`config.mk`:
```
export PLATFORM = sky130hd
export DESIGN_NAME = hdmi_tx_init_seq
export DESIGN_NICKNAME = d
export VERILOG_FILES = /design/src/rtl/hdmi_tx_pkg.sv /design/src/rtl/hdmi_init_rom.sv /design/src/rtl/hdmi_tx_init_seq.sv
export SDC_FILE = /design/constraint.sdc
export NUM_CORES = 1
export LEC_CHECK = 0
export ABC_AREA = 0
export ABC_CLOCK_PERIOD_IN_PS = 2500
export CAP_MARGIN = 20
export CORE_MARGIN = 1
export CORE_UTILIZATION = 49
export DETAILED_ROUTE_END_ITERATION = 16
export PLACE_DENSITY = 0.76
export SETUP_SLACK_MARGIN = 0.3
export SYNTH_ARGS = -nofsm -noshare
export SYNTH_HDL_FRONTEND = slang
export SYNTH_SLANG_ARGS = --single-unit
```
`constraint.sdc`:
```
create_clock -name clk50 -period 2.5 [get_ports clk50]
set_input_delay 0.25 -clock clk50 [delete_from_list [all_inputs] [get_ports clk50]]
set_output_delay 0.25 -clock clk50 [all_outputs]
set_load 0.01 [all_outputs]
```
`src/rtl/hdmi_tx_pkg.sv`:
```
// Shared types and defaults for the HDMI transmitter init sequencer.
// The entry type is one {register, data} pair of the init table.
package hdmi_tx_pkg;

    localparam logic [6:0] DEF_DEV_ADDR = 7'h39;
    localparam int         DEF_TBL_LEN  = 12;
    localparam int         RETRY_W      = 2;

    typedef enum logic [2:0] {
        ST_IDLE,
        ST_SETTLE,
        ST_LOAD,
        ST_WAIT_ACK,
        ST_NEXT,
        ST_DONE,
        ST_ERR
    } state_t;

    typedef struct packed {
        logic [7:0] reg_addr;
        logic [7:0] data;
    } tbl_entry_t;

endpackage

```
`src/rtl/hdmi_init_rom.sv`:
```
// Registered init-table ROM: the output updates one cycle after a read enable.
// It holds its value otherwise, so the I2C fields stay stable during a write.
import hdmi_tx_pkg::*;

module hdmi_init_rom (
    input  logic       clk,
    input  logic       rst,
    input  logic       en,
    input  logic [3:0] idx,
    output tbl_entry_t q
);

    tbl_entry_t rd;

    always_comb begin
        rd = '0;
        case (idx)
            4'd0:    rd = 16'h4110;
            4'd1:    rd = 16'h9803;
            4'd2:    rd = 16'h9AE0;
            4'd3:    rd = 16'h9C30;
            4'd4:    rd = 16'h9D61;
            4'd5:    rd = 16'hA2A4;
            4'd6:    rd = 16'hA3A4;
            4'd7:    rd = 16'hE0D0;
            4'd8:    rd = 16'hF900;
            4'd9:    rd = 16'h1500;
            4'd10:   rd = 16'h1630;
            4'd11:   rd = 16'hAF06;
            default: rd = '0;
        endcase
    end

    always_ff @(posedge clk or posedge rst) begin
        if (rst)     q <= '0;
        else if (en) q <= rd;
    end

endmodule

```
`src/rtl/hdmi_tx_init_seq.sv`:
```
// Writes the HDMI transmitter init table over a byte-level I2C master after
// reset, on start and on every transmitter interrupt; retries NACKed writes.
import hdmi_tx_pkg::*;

module hdmi_tx_init_seq #(
    parameter logic [6:0] DEV_ADDR   = DEF_DEV_ADDR,
    parameter int         TBL_LEN    = DEF_TBL_LEN,
    parameter int         SETTLE_CYC = 50000,
    parameter int         RETRY_MAX  = 3
) (
    input  logic       clk50,
    input  logic       reset,
    input  logic       start,
    input  logic       hpd_int_n,
    output logic       i2c_req,
    output logic [6:0] i2c_addr,
    output logic [7:0] i2c_reg,
    output logic [7:0] i2c_data,
    input  logic       i2c_ack,
    input  logic       i2c_nack,
    output logic       busy,
    output logic       done,
    output logic       error,
    output logic [3:0] idx
);

    localparam logic [RETRY_W-1:0] RETRY_LIM = RETRY_W'(RETRY_MAX);
    localparam logic [3:0]         LAST_IDX  = 4'(TBL_LEN - 1);
    localparam logic [15:0]        SETTLE_LD = 16'(SETTLE_CYC - 1);

    state_t               state_q, state_d;
    logic [3:0]           idx_q, idx_d;
    logic [RETRY_W-1:0]   retry_q, retry_d;
    logic [15:0]          cnt_q, cnt_d;
    logic                 pend_q, pend_d;
    logic [2:0]           hpd_sh;
    logic                 hpd_fall, restart, rom_en;
    tbl_entry_t           rom_q;

    // hpd_sh[1:0] is the two-flop synchronizer, hpd_sh[2] the edge-detect history.
    // Reset to the idle-high level so reset release never looks like an interrupt.
    always_ff @(posedge clk50 or posedge reset) begin
        if (reset) hpd_sh <= 3'b111;
        else       hpd_sh <= {hpd_sh[1:0], hpd_int_n};
    end

    assign hpd_fall = hpd_sh[2] & ~hpd_sh[1];
    assign restart  = start | hpd_fall;

    always_ff @(posedge clk50 or posedge reset) begin
        if (reset) begin
            state_q <= ST_IDLE;
            idx_q   <= '0;
            retry_q <= '0;
            cnt_q   <= '0;
            pend_q  <= 1'b0;
        end else begin
            state_q <= state_d;
            idx_q   <= idx_d;
            retry_q <= retry_d;
            cnt_q   <= cnt_d;
            pend_q  <= pend_d;
        end
    end

    always_comb begin
        state_d = state_q;
        idx_d   = idx_q;
        retry_d = retry_q;
        cnt_d   = cnt_q;
        pend_d  = pend_q;
        rom_en  = 1'b0;

        // Events during a run collapse into one rerun once the run ends.
        if (restart) pend_d = 1'b1;

        case (state_q)
            ST_SETTLE: begin
                if (cnt_q == 16'd0) begin
                    state_d = ST_LOAD;
                    idx_d   = '0;
                end else begin
                    cnt_d = cnt_q - 16'd1;
                end
            end
            ST_LOAD: begin
                rom_en  = 1'b1;
                state_d = ST_WAIT_ACK;
            end
            ST_WAIT_ACK: begin
                if (i2c_nack) begin
                    if (retry_q < RETRY_LIM) begin
                        retry_d = retry_q + 1'b1;
                        state_d = ST_LOAD;
                    end else begin
                        state_d = ST_ERR;
                    end
                end else if (i2c_ack) begin
                    retry_d = '0;
                    state_d = ST_NEXT;
                end
            end
            ST_NEXT: begin
                if (idx_q == LAST_IDX) begin
                    state_d = ST_DONE;
                end else begin
                    idx_d   = idx_q + 4'd1;
                    state_d = ST_LOAD;
                end
            end
            default: begin
                // IDLE (automatic first run), DONE and ERR: any restart or a
                // rerun left pending by the previous run starts a fresh one.
                if (state_q == ST_IDLE || restart || pend_q) begin
                    state_d = ST_SETTLE;
                    cnt_d   = SETTLE_LD;
                    idx_d   = '0;
                    retry_d = '0;
                    pend_d  = 1'b0;
                end else begin
                    pend_d  = pend_q;
                end
            end
        endcase
    end

    hdmi_init_rom u_rom (
        .clk (clk50),
        .rst (reset),
        .en  (rom_en),
        .idx (idx_q),
        .q   (rom_q)
    );

    // Request decodes straight off the async-reset state register, so a reset
    // mid-transfer drops it without waiting for a clock edge.
    assign i2c_req  = (state_q == ST_WAIT_ACK);
    assign i2c_addr = DEV_ADDR;
    assign i2c_reg  = rom_q.reg_addr;
    assign i2c_data = rom_q.data;
    assign busy     = !(state_q inside {ST_IDLE, ST_DONE, ST_ERR});
    assign done     = (state_q == ST_DONE);
    assign error    = (state_q == ST_ERR);
    assign idx      = idx_q;

endmodule

```
==> flow_results.org <==
** Timing
- PnR worst setup slack :: between 200 and 250 ps
- The worst path uses around 91% of the clock period.
- Setup violations remaining at the end of the flow were counted as 0.
- Worst-margin pin slew :: ~800 ps
- In this run the tightest slew margin relative to its limit is around 46%.
- Final-report max-slew violation count :: 0
- Crit path time final :: about 2300 ps
- Final TNS setup :: 0 ps
- Maximum operating frequency :: 437 MHz
- Final hold vios :: 0
- Across the routed clock network, the largest skew measured is approximately 9 ps.
- Setup repair after global routing could not meet its margin everywhere.

** Pwr
- Dividing total power by cell area gives a power density of between 900 and 1000 nW/um2.
- The clock network is responsible for about 14% of the overall power.
- Pint :: 0.00179 W
- Switching share of power :: just over 40%
- The worst-case IR drop observed on VDD is ~0.00046 V.
- The analysis attributes to net switching a power of ~0.0012 W.
- In this run the static leakage power is 1.23 nW.
- Combinational logic burns 50.3% of the power.
- Sequential cells account for 35.1% of the total power.

** Detailed routing
- Number of nets still failing antenna checks after routing :: 0
- Drt pass-1 iters :: 4
- Vias per inst :: approximately 5.7
- Dividing the detail-routed wire length by the instance count gives around 15 um.
- The detailed router placed 2161 vias in this run.
- In the routed design, unresolved DRC markers number 0.
- In this run, the number of DRC markers left after iteration 0 of detailed routing was 182.
- Total length of routed wires :: approximately 5.6 mm

** Layout
- After filler insertion, the fill cell instance count of the layout stands at ~420.
- Final antenna diode count :: 0
- In the final layout, the multi-input gates occupy approximately 1400 um2.
- After the last flow step, the layout net total stands at 326.
- Layout cells sized above 1 :: roughly 16%
- Compared with the post-synthesis result, the final layout area differs by 23.6%.
- Register area :: 1110 um2
- Final instance area :: 3110 um2

** Global routing
- Total global routing track utilization :: a little over a fifth
- The initial antenna violation count came to 0.
- The total overflow left after global routing is 0.
- Number of global-route vias before repair :: around 1900
- Entering global routing, the biggest net connects 25 pins.
- The first global-routing pass estimated roughly 9.0 mm of wire.

** Synthesis
- Yosys printed 0 warnings.
- Summing the areas of all xor and xnor instances in the mapped netlist gives approximately 2.8% of the synthesized area.
- After synthesis the cells add up to 2520 um2.
- Largest family of logic cells by synthesized area :: simple AND/OR/NAND/NOR gates
- Sequential area share after synthesis :: 43.9%
- Summing the areas of all compound-gate instances in the mapped netlist gives 16.3% of the synthesized area.
- Multiplexer fraction of the synthesized cell area :: under 10%
- For this run, asynchronously set or reset flops after synthesis account for 100%.
- Adder-cell share of the synthesized area :: approximately 4.0%
- In this run the mean area of a mapped cell was a little over 9 um2.
- The cell count after synthesis came out at roughly 270.
- Number of enable flip-flop cells after synthesis :: 0
- Summing the areas of all and, or, nand and nor instances in the mapped netlist gives 22.0% of the synthesized area.
- Post-synthesis cell type count :: 53
- Total of flip-flops plus latches after synthesis :: 44
- Among all flip-flop cells after synthesis, the most frequent one is dfrtp_1.

** Floorplanning
- The total area inside the core boundary comes to between 4000 and 5000 um2.
- The die covers 5430 um2.
- Initial core utilization :: approximately half
- I/O Pins :: 37
- Row generation in the floorplan step produced 25 rows.
- Measured along the x axis, the die boundary spans around 74 um.
- Die Span Y :: 73.7 um

** Placed design
- In this run the cell area measured after placement is about 2900 um2.
- Prior to clock tree synthesis, the placed netlist has a worst setup slack of 120 ps.
- Summed over all nets, the half-perimeter wirelength after detailed placement is 3.83 mm.
- Global placement routability congestion :: ~0.85
- Input/output buffers :: 28

** Setup path
- Worst Setup End Kind :: register
- For this design, the slowest cell found on the critical path is or4b_4.
- Of all nets on the critical path, the largest fanout is 4.
- On the worst path, the slowest cell contributes a delay of approximately 470 ps.
- Data required time of the critical path :: between 2000 and 3000 ps
- Worst Path Arrival :: roughly 2500 ps
- Type of origin of the critical path :: register
- Critical path start-end classification :: reg -> reg
- Crit path cell chain :: inv_2 -> ha_4 -> or4b_4 -> or4_4 -> and2_4 -> buf_6 -> a211oi_2 -> a31oi_1

** Outcome
- The run finished with clean final reports.

** Clocking
- The clock drives between 40 and 50 sinks.
- TritonCTS built the clock tree.
- After clock tree synthesis, the clock-pin slew on the worst setup and hold paths is around 80 ps.
- Clock root buffer :: clkbuf_8
- Number of buffers inserted during clock tree synthesis :: 5
- CTS built an H-tree with a depth of 2.
- Buffers from clock root to sink, at most :: 2
- The clock reaches the later pin of the worst-skew pair after about 300 ps.

** Hold path
- Min-delay worst type :: in -> async

** Job
- Across the run, the number of max-cap violations was 0.
## sequential cells by signal, summed over array words and instances (netlist names)
signal / cells
hpd_sh: 3
state_q: 3
pend_q: 1
u_rom.q: 15
idx: 4
cnt_q: 16
retry_q: 2
## routing by layer
metal	GRT usage [%]	routed length, um	up-vias	share of wire (%)
li1	-	-	1046	-
met1	29.4	2580	1038	46
met2	35.2	2700	69	48
met3	5.08	259	8	4.6
met4	6.84	70	0	1.2
met5	0	0	-	0
## power by group through the flow
stage	sequential, W	combinational, W	clock, W
4_1_cts	0.00105	0.00142	0.000448
3_5_place_dp	0.00107	0.00130	0
2_1_floorplan	0.00105	0.000863	0
5_1_grt	0.00108	0.00167	0.000476
6_report	0.00106	0.00151	0.000436
3_3_place_gp	0.00106	0.00127	0
## worst max-delay path: cells and delay by family (launching register included)
kind	cells	cell delay (ps)
AO/OA/AOI/OAI	2	290
buffers and inverters	2	200
adder cells (fa/ha/maj)	1	130
flip-flops	1	390
AND/OR/NAND/NOR	3	1140
## final cells by class
type | instances | share of cell area (%)
repair buffers | 46 | 14.3
flip-flops and latches | 44 | 35.5
well taps | 67 | 2.69
clock buffers | 7 | 2.45
inverters | 11 | 1.33
multi-input cells | 204 | 43.6
clock inverters | 1 | 0.161
## path summary, 6_finish.rpt
kind	startpoint	to	slack [ps]	cells after the start
max	cnt_q[1]	cnt_q[3]	210	8
min	reset	u_rom.q[1]	300	2
max reg2reg	cnt_q[1]	cnt_q[3]	210	8
min reg2reg	hpd_sh[0]	hpd_sh[1]	360	0
max in group asynchronous	reset	hpd_sh[0]	1590	3
min in group clk50	hpd_int_n	hpd_sh[0]	350	1
## synthesized netlist by cell type, drive strengths merged (2+ instances only)
library cell,n,area [um2]
dfrtp,41,1030
nor2,29,109
nand2,25,93.8
a21oi,13,68.8
buf,12,85.1
o21ai,12,60.1
nand3,11,55.1
o31ai,11,87.6
inv,9,33.8
nor3,9,56.3
clkbuf,8,30.0
ha,8,100
a31oi,7,43.8
mux2i,7,70.1
or3,5,31.3
or4,5,37.5
mux2,4,45.0
nor4,4,25.0
o21a,4,30.0
xnor2,4,35.0
xor2,4,35.0
a211oi,3,22.5
and3,3,18.8
dfstp,3,78.8
nor2b,3,18.8
and2,2,15.0
clkinv,2,7.51
conb,2,7.51
nand2b,2,12.5
nand3b,2,15.0
nand4,2,12.5
nand4b,2,17.5
o211ai,2,15.0
o221ai,2,17.5
## logic make-up after synthesis
group,count (synthesis)
AO/OA/AOI/OAI,62
XOR/XNOR,8
adder cells (fa/ha/maj),8
buffers and inverters,31
flip-flops,44
multiplexers,11
other,2
AND/OR/NAND/NOR,107
## through the flow
stage | hold slack [ps] | power, W | util (%) | instances
floorplan | 254 | 0.00191 | - | 279
CTS | 322 | 0.00292 | 62.7 | 377
finish | 303 | 0.00300 | 64.2 | 380
detailed placement | 347 | 0.00236 | 59.0 | 361
global placement | 346 | 0.00233 | 59.0 | 361
global route | 340 | 0.00323 | 64.2 | 380
## cell usage in the layout (no fill, tap or decap), types with 6 or more instances in the layout
master           Yosys  final
nor3_1               8      7
o21ai_0             12      7
a21oi_1             12     11
dfrtp_1             41     40
conb_1               2      8
buf_4                8     15
nor2_1              29     29
a31oi_1              7      7
ha_1                 8      7
nand3_1             11     10
clkdlybuf4s50_1      0     28
inv_1                9      6
o31ai_1             10     10
mux2i_1              7      7
nand2_1             25     25
## timing repair
action	CTS	global route
endpoints found under the setup margin	9	20
gates resized for setup	7	14
pin swaps	5	8
hold buffers	0	0
buffers inserted	8	3
No activity file was read; power rests on OpenSTA's default activity.
